$ cat config.mk
export PLATFORM = sky130hd
export DESIGN_NAME = rca_pipe_adder
export DESIGN_NICKNAME = d
export VERILOG_FILES = /design/src/rtl/rca_pkg.sv /design/src/rtl/rca_chunk.sv /design/src/rtl/rca_pipe_adder.sv
export SDC_FILE = /design/constraint.sdc
export NUM_CORES = 1
export LEC_CHECK = 0
export BUFFER_PORTS_ARGS = -buffer_cell sky130_fd_sc_hd__buf_2
export CORE_MARGIN = 3
export CORE_UTILIZATION = 56
export CTS_CLUSTER_DIAMETER = 50
export DETAILED_ROUTE_END_ITERATION = 8
export GPL_TIMING_DRIVEN = 0
export PLACE_DENSITY = 0.79
export SKIP_CTS_REPAIR_TIMING = 1
export SLEW_MARGIN = 20
export SYNTH_ARGS = -nofsm -noshare
export SYNTH_HDL_FRONTEND = slang
export SYNTH_SLANG_ARGS = --single-unit
$ cat constraint.sdc
create_clock -name clk -period 6.4 [get_ports clk]
set_clock_uncertainty 0.05 [all_clocks]
set_input_delay 0.64 -clock clk [delete_from_list [all_inputs] [get_ports clk]]
set_output_delay 0.64 -clock clk [all_outputs]
set_load 0.01 [all_outputs]
$ cat src/rtl/rca_pkg.sv
// -----------------------------------------------------------------------------
// rca_pkg
//   Shared definitions for the pipelined ripple-carry adder slice.
//   - RCA_DEF_WIDTH / RCA_DEF_STAGES : default geometry used by rca_pipe_adder
//   - chunk_w(width, stages)         : bits handled by one pipeline stage
//   A package cannot take parameters, so the width-dependent stage record
//   {valid, carry, a_rem, b_rem, sum_acc} is declared in rca_pipe_adder from
//   its elaboration parameters.
// -----------------------------------------------------------------------------
package rca_pkg;

    localparam int RCA_DEF_WIDTH  = 16;
    localparam int RCA_DEF_STAGES = 4;

    // Guarded so that an illegal STAGES=0 reaches the elaboration check in the
    // top level instead of faulting on a divide by zero.
    function automatic int chunk_w(input int width, input int stages);
        return (stages > 0) ? (width / stages) : width;
    endfunction

endpackage

$ cat src/rtl/rca_chunk.sv
// -----------------------------------------------------------------------------
// FA_1_bit
//   Single-bit full adder cell.
//   Ports: a, b, ci (in) -> s, co (out)
//
// rca_chunk #(CW)
//   Combinational CW-bit ripple-carry adder built from FA_1_bit cells.
//   Ports:
//     a, b      in  CW  operand chunks
//     ci        in  1   carry into bit 0
//     s         out CW  chunk sum
//     co        out 1   carry out of the chunk MSB
//     c_msb_in  out 1   carry into the chunk MSB (for signed overflow)
// -----------------------------------------------------------------------------
module FA_1_bit (
    input  logic a,
    input  logic b,
    input  logic ci,
    output logic s,
    output logic co
);
    assign s  = a ^ b ^ ci;
    assign co = (a & b) | (ci & (a ^ b));
endmodule

module rca_chunk
    import rca_pkg::*;
#(
    parameter int CW = 4
) (
    input  logic [CW-1:0] a,
    input  logic [CW-1:0] b,
    input  logic          ci,
    output logic [CW-1:0] s,
    output logic          co,
    output logic          c_msb_in
);
    // c[i] is the carry into bit i; c[CW] leaves the chunk.
    logic [CW:0] c;

    assign c[0] = ci;

    for (genvar i = 0; i < CW; i++) begin : g_fa
        FA_1_bit u_fa (
            .a  (a[i]),
            .b  (b[i]),
            .ci (c[i]),
            .s  (s[i]),
            .co (c[i+1])
        );
    end

    assign co       = c[CW];
    assign c_msb_in = c[CW-1];
endmodule

$ cat src/rtl/rca_pipe_adder.sv
// -----------------------------------------------------------------------------
// rca_pipe_adder #(WIDTH, STAGES)
//   Pipelined ripple-carry adder/subtractor. WIDTH is cut into STAGES chunks of
//   CW bits; stage k adds chunk k using the carry registered by stage k-1, so
//   the longest in-cycle ripple is CW bits. One result per cycle, latency
//   STAGES cycles plus any stall cycles.
//
//   Optional feature macro: RCA_OVF_EN
//     defined     : ovf = carry-into-MSB ^ carry-out-of-MSB, registered with sum
//     not defined : ovf tied to 0, no overflow logic
//
//   Ports:
//     clk        in   1      rising-edge clock
//     rst        in   1      synchronous active-high reset, flushes the pipe
//     in_valid   in   1      operand beat offered
//     in_ready   out  1      beat accepted this cycle when in_valid & in_ready
//     a, b       in   WIDTH  operands
//     cin        in   1      carry in (add mode only)
//     sub        in   1      1: a - b, 0: a + b + cin
//     out_valid  out  1      result beat present
//     out_ready  in   1      consumer takes the result
//     sum        out  WIDTH  result (mod 2^WIDTH)
//     cout       out  1      carry out of MSB (sub mode: 1 = no borrow)
//     ovf        out  1      signed overflow (RCA_OVF_EN only, else 0)
//
//   Handshake: a beat transfers on a side whenever valid & ready are both high
//   at a rising edge. The whole pipe moves as one (adv = !out_valid | out_ready)
//   and in_ready = adv, so a full pipe stalls every stage at once and a pop and
//   an accept in the same cycle both complete. The output stage holds
//   sum/cout/ovf while out_valid & !out_ready, and bubbles never overwrite it.
// -----------------------------------------------------------------------------
module rca_pipe_adder
    import rca_pkg::*;
#(
    parameter int WIDTH  = RCA_DEF_WIDTH,
    parameter int STAGES = RCA_DEF_STAGES
) (
    input  logic             clk,
    input  logic             rst,
    input  logic             in_valid,
    output logic             in_ready,
    input  logic [WIDTH-1:0] a,
    input  logic [WIDTH-1:0] b,
    input  logic             cin,
    input  logic             sub,
    output logic             out_valid,
    input  logic             out_ready,
    output logic [WIDTH-1:0] sum,
    output logic             cout,
    output logic             ovf
);
    localparam int CW = chunk_w(WIDTH, STAGES);
    localparam int L  = STAGES - 1;

    if (STAGES < 1 || STAGES > WIDTH) begin : g_bad_stages
        $fatal(1, "rca_pipe_adder: STAGES must be in 1..WIDTH");
    end else if ((WIDTH % STAGES) != 0) begin : g_bad_split
        $fatal(1, "rca_pipe_adder: WIDTH must be a multiple of STAGES");
    end

    // One beat in flight. a_rem/b_rem keep the operands skewed alongside the
    // beat until their chunk is consumed; sum_acc gathers finished chunks.
    typedef struct packed {
        logic             valid;
        logic             carry;
        logic [WIDTH-1:0] a_rem;
        logic [WIDTH-1:0] b_rem;
        logic [WIDTH-1:0] sum_acc;
    } stage_t;

    stage_t acc_in;              // beat as presented at the accept stage
    stage_t cur  [STAGES];       // input record of chunk adder k
    stage_t nxt  [STAGES];       // record after chunk k is folded in
    stage_t pipe [STAGES];       // register after stage k; pipe[L] is the output

    logic [WIDTH-1:0]  cs_all;   // chunk sums, chunk k at [k*CW +: CW]
    logic [STAGES-1:0] co_all;   // chunk carry outs
    logic [STAGES-1:0] cm_all;   // carries into each chunk MSB

    logic adv;

    assign adv      = !pipe[L].valid | out_ready;
    assign in_ready = adv;

    // Subtraction is a + ~b + 1; the +1 enters as the stage-0 carry.
    assign acc_in = '{
        valid:   in_valid,
        carry:   sub ? 1'b1 : cin,
        a_rem:   a,
        b_rem:   sub ? ~b : b,
        sum_acc: '0
    };

    always_comb begin
        cur[0] = acc_in;
        for (int k = 1; k < STAGES; k++) begin
            cur[k] = pipe[k-1];
        end
    end

    for (genvar k = 0; k < STAGES; k++) begin : g_stage
        rca_chunk #(.CW(CW)) u_chunk (
            .a        (cur[k].a_rem[k*CW +: CW]),
            .b        (cur[k].b_rem[k*CW +: CW]),
            .ci       (cur[k].carry),
            .s        (cs_all[k*CW +: CW]),
            .co       (co_all[k]),
            .c_msb_in (cm_all[k])
        );
    end

    always_comb begin
        for (int k = 0; k < STAGES; k++) begin
            nxt[k]                         = cur[k];
            nxt[k].carry                   = co_all[k];
            nxt[k].sum_acc[k*CW +: CW]     = cs_all[k*CW +: CW];
        end
    end

    // Inner stages only need their valid bit cleared on reset; their data is
    // don't-care while invalid. The output stage is fully cleared and only
    // loads data from a valid beat, so bubbles leave sum/cout untouched.
    always_ff @(posedge clk) begin
        if (rst) begin
            for (int k = 0; k < L; k++) begin
                pipe[k].valid <= 1'b0;
            end
            pipe[L] <= '0;
        end else if (adv) begin
            for (int k = 0; k < L; k++) begin
                pipe[k] <= nxt[k];
            end
            pipe[L].valid <= nxt[L].valid;
            if (nxt[L].valid) begin
                pipe[L] <= nxt[L];
            end
        end
    end

    assign out_valid = pipe[L].valid;
    assign sum       = pipe[L].sum_acc;
    assign cout      = pipe[L].carry;

`ifdef RCA_OVF_EN
    logic ovf_r;

    always_ff @(posedge clk) begin
        if (rst) begin
            ovf_r <= 1'b0;
        end else if (adv && nxt[L].valid) begin
            ovf_r <= cm_all[L] ^ co_all[L];
        end
    end

    assign ovf = ovf_r;
`else
    assign ovf = 1'b0;
`endif

endmodule
==> results.txt <==
Crit path kind: in2reg
Crit. End Element: flip-flop
Busiest grt layer: met2
Antenna violations before repair: 0
Period utilization: 43.5%
Post-synthesis sequential area ratio: 76.1%
Cells after Synth: 200
Max_slew headroom: 57.6%
Final min period: 2.78 ns
Max Cap Viol: 0
WP data arrival: 2.82 ns
Fin Setup TNS: 0 ns
Max reg flops: 96
Worst-path maximum fanout: 10
Mean post-synth cell area: 18.9 um2
Layout cell share with drive strength beyond 1: 33.6%
Pin count of the biggest net entering global routing: 25
Die outline width: 88.2 um
Max clock buf depth: 2
DRT Wirelength: 4700 um
Setup violations, final: 0
Total power: 0.00137 W
WL/cell: 13.4 um
DIE HEIGHT: 88.2 um
Hpwl dp: 3290 um
CTS Buf Count: 9
Drt first pass iters: 6
Starting Density: 58.6%
Cell row count: 29
Syn-to-layout area delta: 19.2%
First-pass GRT wire length: 7700 um
Unrepaired setup endpoints after global routing: false
Detailed-route via count: 1,635
Vias in the first global route: 1,722
Remaining DRCs: 0
Status: completed
Met1 Track Usage GR: 16.9%
Worst Hold Class: reg2reg
Ports: 58
Yosys cell types: 17
Total placed cells including tap cells: 335
CTS sink count: 96
CTS tree: built
Commonest cells after routing, fill and taps aside: 96 x edfxtp_1, 55 x buf_2, 35 x inv_1, 16 x fa_1, 13 x xor2_1
1st-iter DRT viols: 120
Htree depth: 3
Netlist Area Pre-Place: 0.00379 mm2
Biggest regs: pipe: 96 flops
Post-Layout Cell Count: 351
Hold Vio Cnt, Final: 0
Vias per cell: 4.66
Clock slew at reported path FFs: 0.09 ns
Overall routing resource usage: 13.5%
WHS: 0.371 ns
Global Route met3 Usage: 3.35%
Core Region: 0.00646 mm2
GRT met2 Usage: 21.5%
Root Buffer: clkbuf_8
CP top delay family: adder cells
Peak supply drop: 0.188 mV
Port Buffers: 55
Commonest non-fill, non-tap cell in the layout: edfxtp_1
ANT nets after route: 0
CP required: 6.44 ns
Pwr Density: 304 mW/mm2
Total gr overflow: 0
Critical path's slowest cell: fa_1
Worst Max-Slew Pin Slew: 0.636 ns
Critical-path cell list: buf_4 > buf_4 > xnor2_1 > fa_1 > fa_1 > fa_1 > inv_1 > fa_1
Synth Net Count: 254
Final Max Slew Viols: 0
Crit-path max cell delay: 0.42 ns
FF+latch count, synth: 96
P_leak: 1.83 nW
Biggest register: pipe
Syn. warnings: 0
Most frequent CP cell: fa_1
Nets: 323
Achievable clock frequency: 359 MHz
Antenna cells: 0
Startpoint Class: input port
Full die area: 0.00778 mm2
Clock Latency Late Sink: 0.34 ns
CP bufs+invs: 3
GPL Wtd Cong: 0.702
[per-stage QoR]
step / utilization, % / area (um2) / worst slack [ns]
after floorplan: - / 3790 / 1.72
after global placement: 64.4 / 4160 / 0.720
after detailed placement: 65.8 / 4250 / 3.27
after CTS: 69.9 / 4510 / 3.61
after global routing: 69.9 / 4510 / 3.55
final: 69.9 / 4510 / 3.62
[metal layers]
metal	vias to the layer above	routed length, um
met5	-	0
met4	0	93
met3	8	260
met2	53	2360
met1	758	1980
li1	816	-
[report_power, final]
group,leakage [nW],internal [W],switching [W]
clock network,0.134,0.000300,0.000201
logic,0.736,0.0000473,0.0000553
registers,0.957,0.000756,0.0000132
[kinds of logic (layout without fill, tap and decap cells)]
kind of cell / Yosys count / count (layout) / synth area share, %
other cells: 1 / 1 / 0.0990
simple gates: 27 / 27 / 5.92
xor+xnor: 16 / 16 / 3.70
fa+ha+maj: 16 / 16 / 8.46
flops: 96 / 96 / 76.1
buf+inv: 43 / 117 / 5.49
compound gates: 1 / 1 / 0.198
[path summary, 6_finish.rpt]
check,slack [ns],depth (start not counted),start,end
setup reg to reg,4.01,8,pipe[2][44]$_DFFE_PP_,pipe[3][15]$_SDFFCE_PN0P_
setup / recovery,3.62,8,sub,pipe[0][3]$_DFFE_PP_
hold reg to reg,0.37,0,pipe[1][46]$_DFFE_PP_,pipe[2][46]$_DFFE_PP_
hold / removal,0.37,0,pipe[1][46]$_DFFE_PP_,pipe[2][46]$_DFFE_PP_
[synth_stat cells]
cell type	n	area (um2)
a21o_1	1	7.51
buf_4	3	22.5
buf_6	3	33.8
buf_8	1	15.0
clkbuf_2	1	5.00
conb_1	1	3.75
edfxtp_1	96	2880
fa_1	16	320
inv_1	35	131
nand2b_1	3	18.8
nor2_1	3	11.3
nor2b_1	1	6.26
nor3_2	3	30.0
nor3b_1	11	82.6
nor3b_2	6	75.1
xnor2_1	3	26.3
xor2_1	13	114
[cell type report]
type,count,area (um2)
Clock buffer,9,124
Timing Repair Buffer,58,358
Multi-Input combinational cell,61,703
Fill cell,432,1940
Sequential cell,96,2880
Clock inverter,7,143
Buffer,8,76.3
Inverter,35,131
Tap cell,77,96.3
No activity file was read; power rests on OpenSTA's default activity.
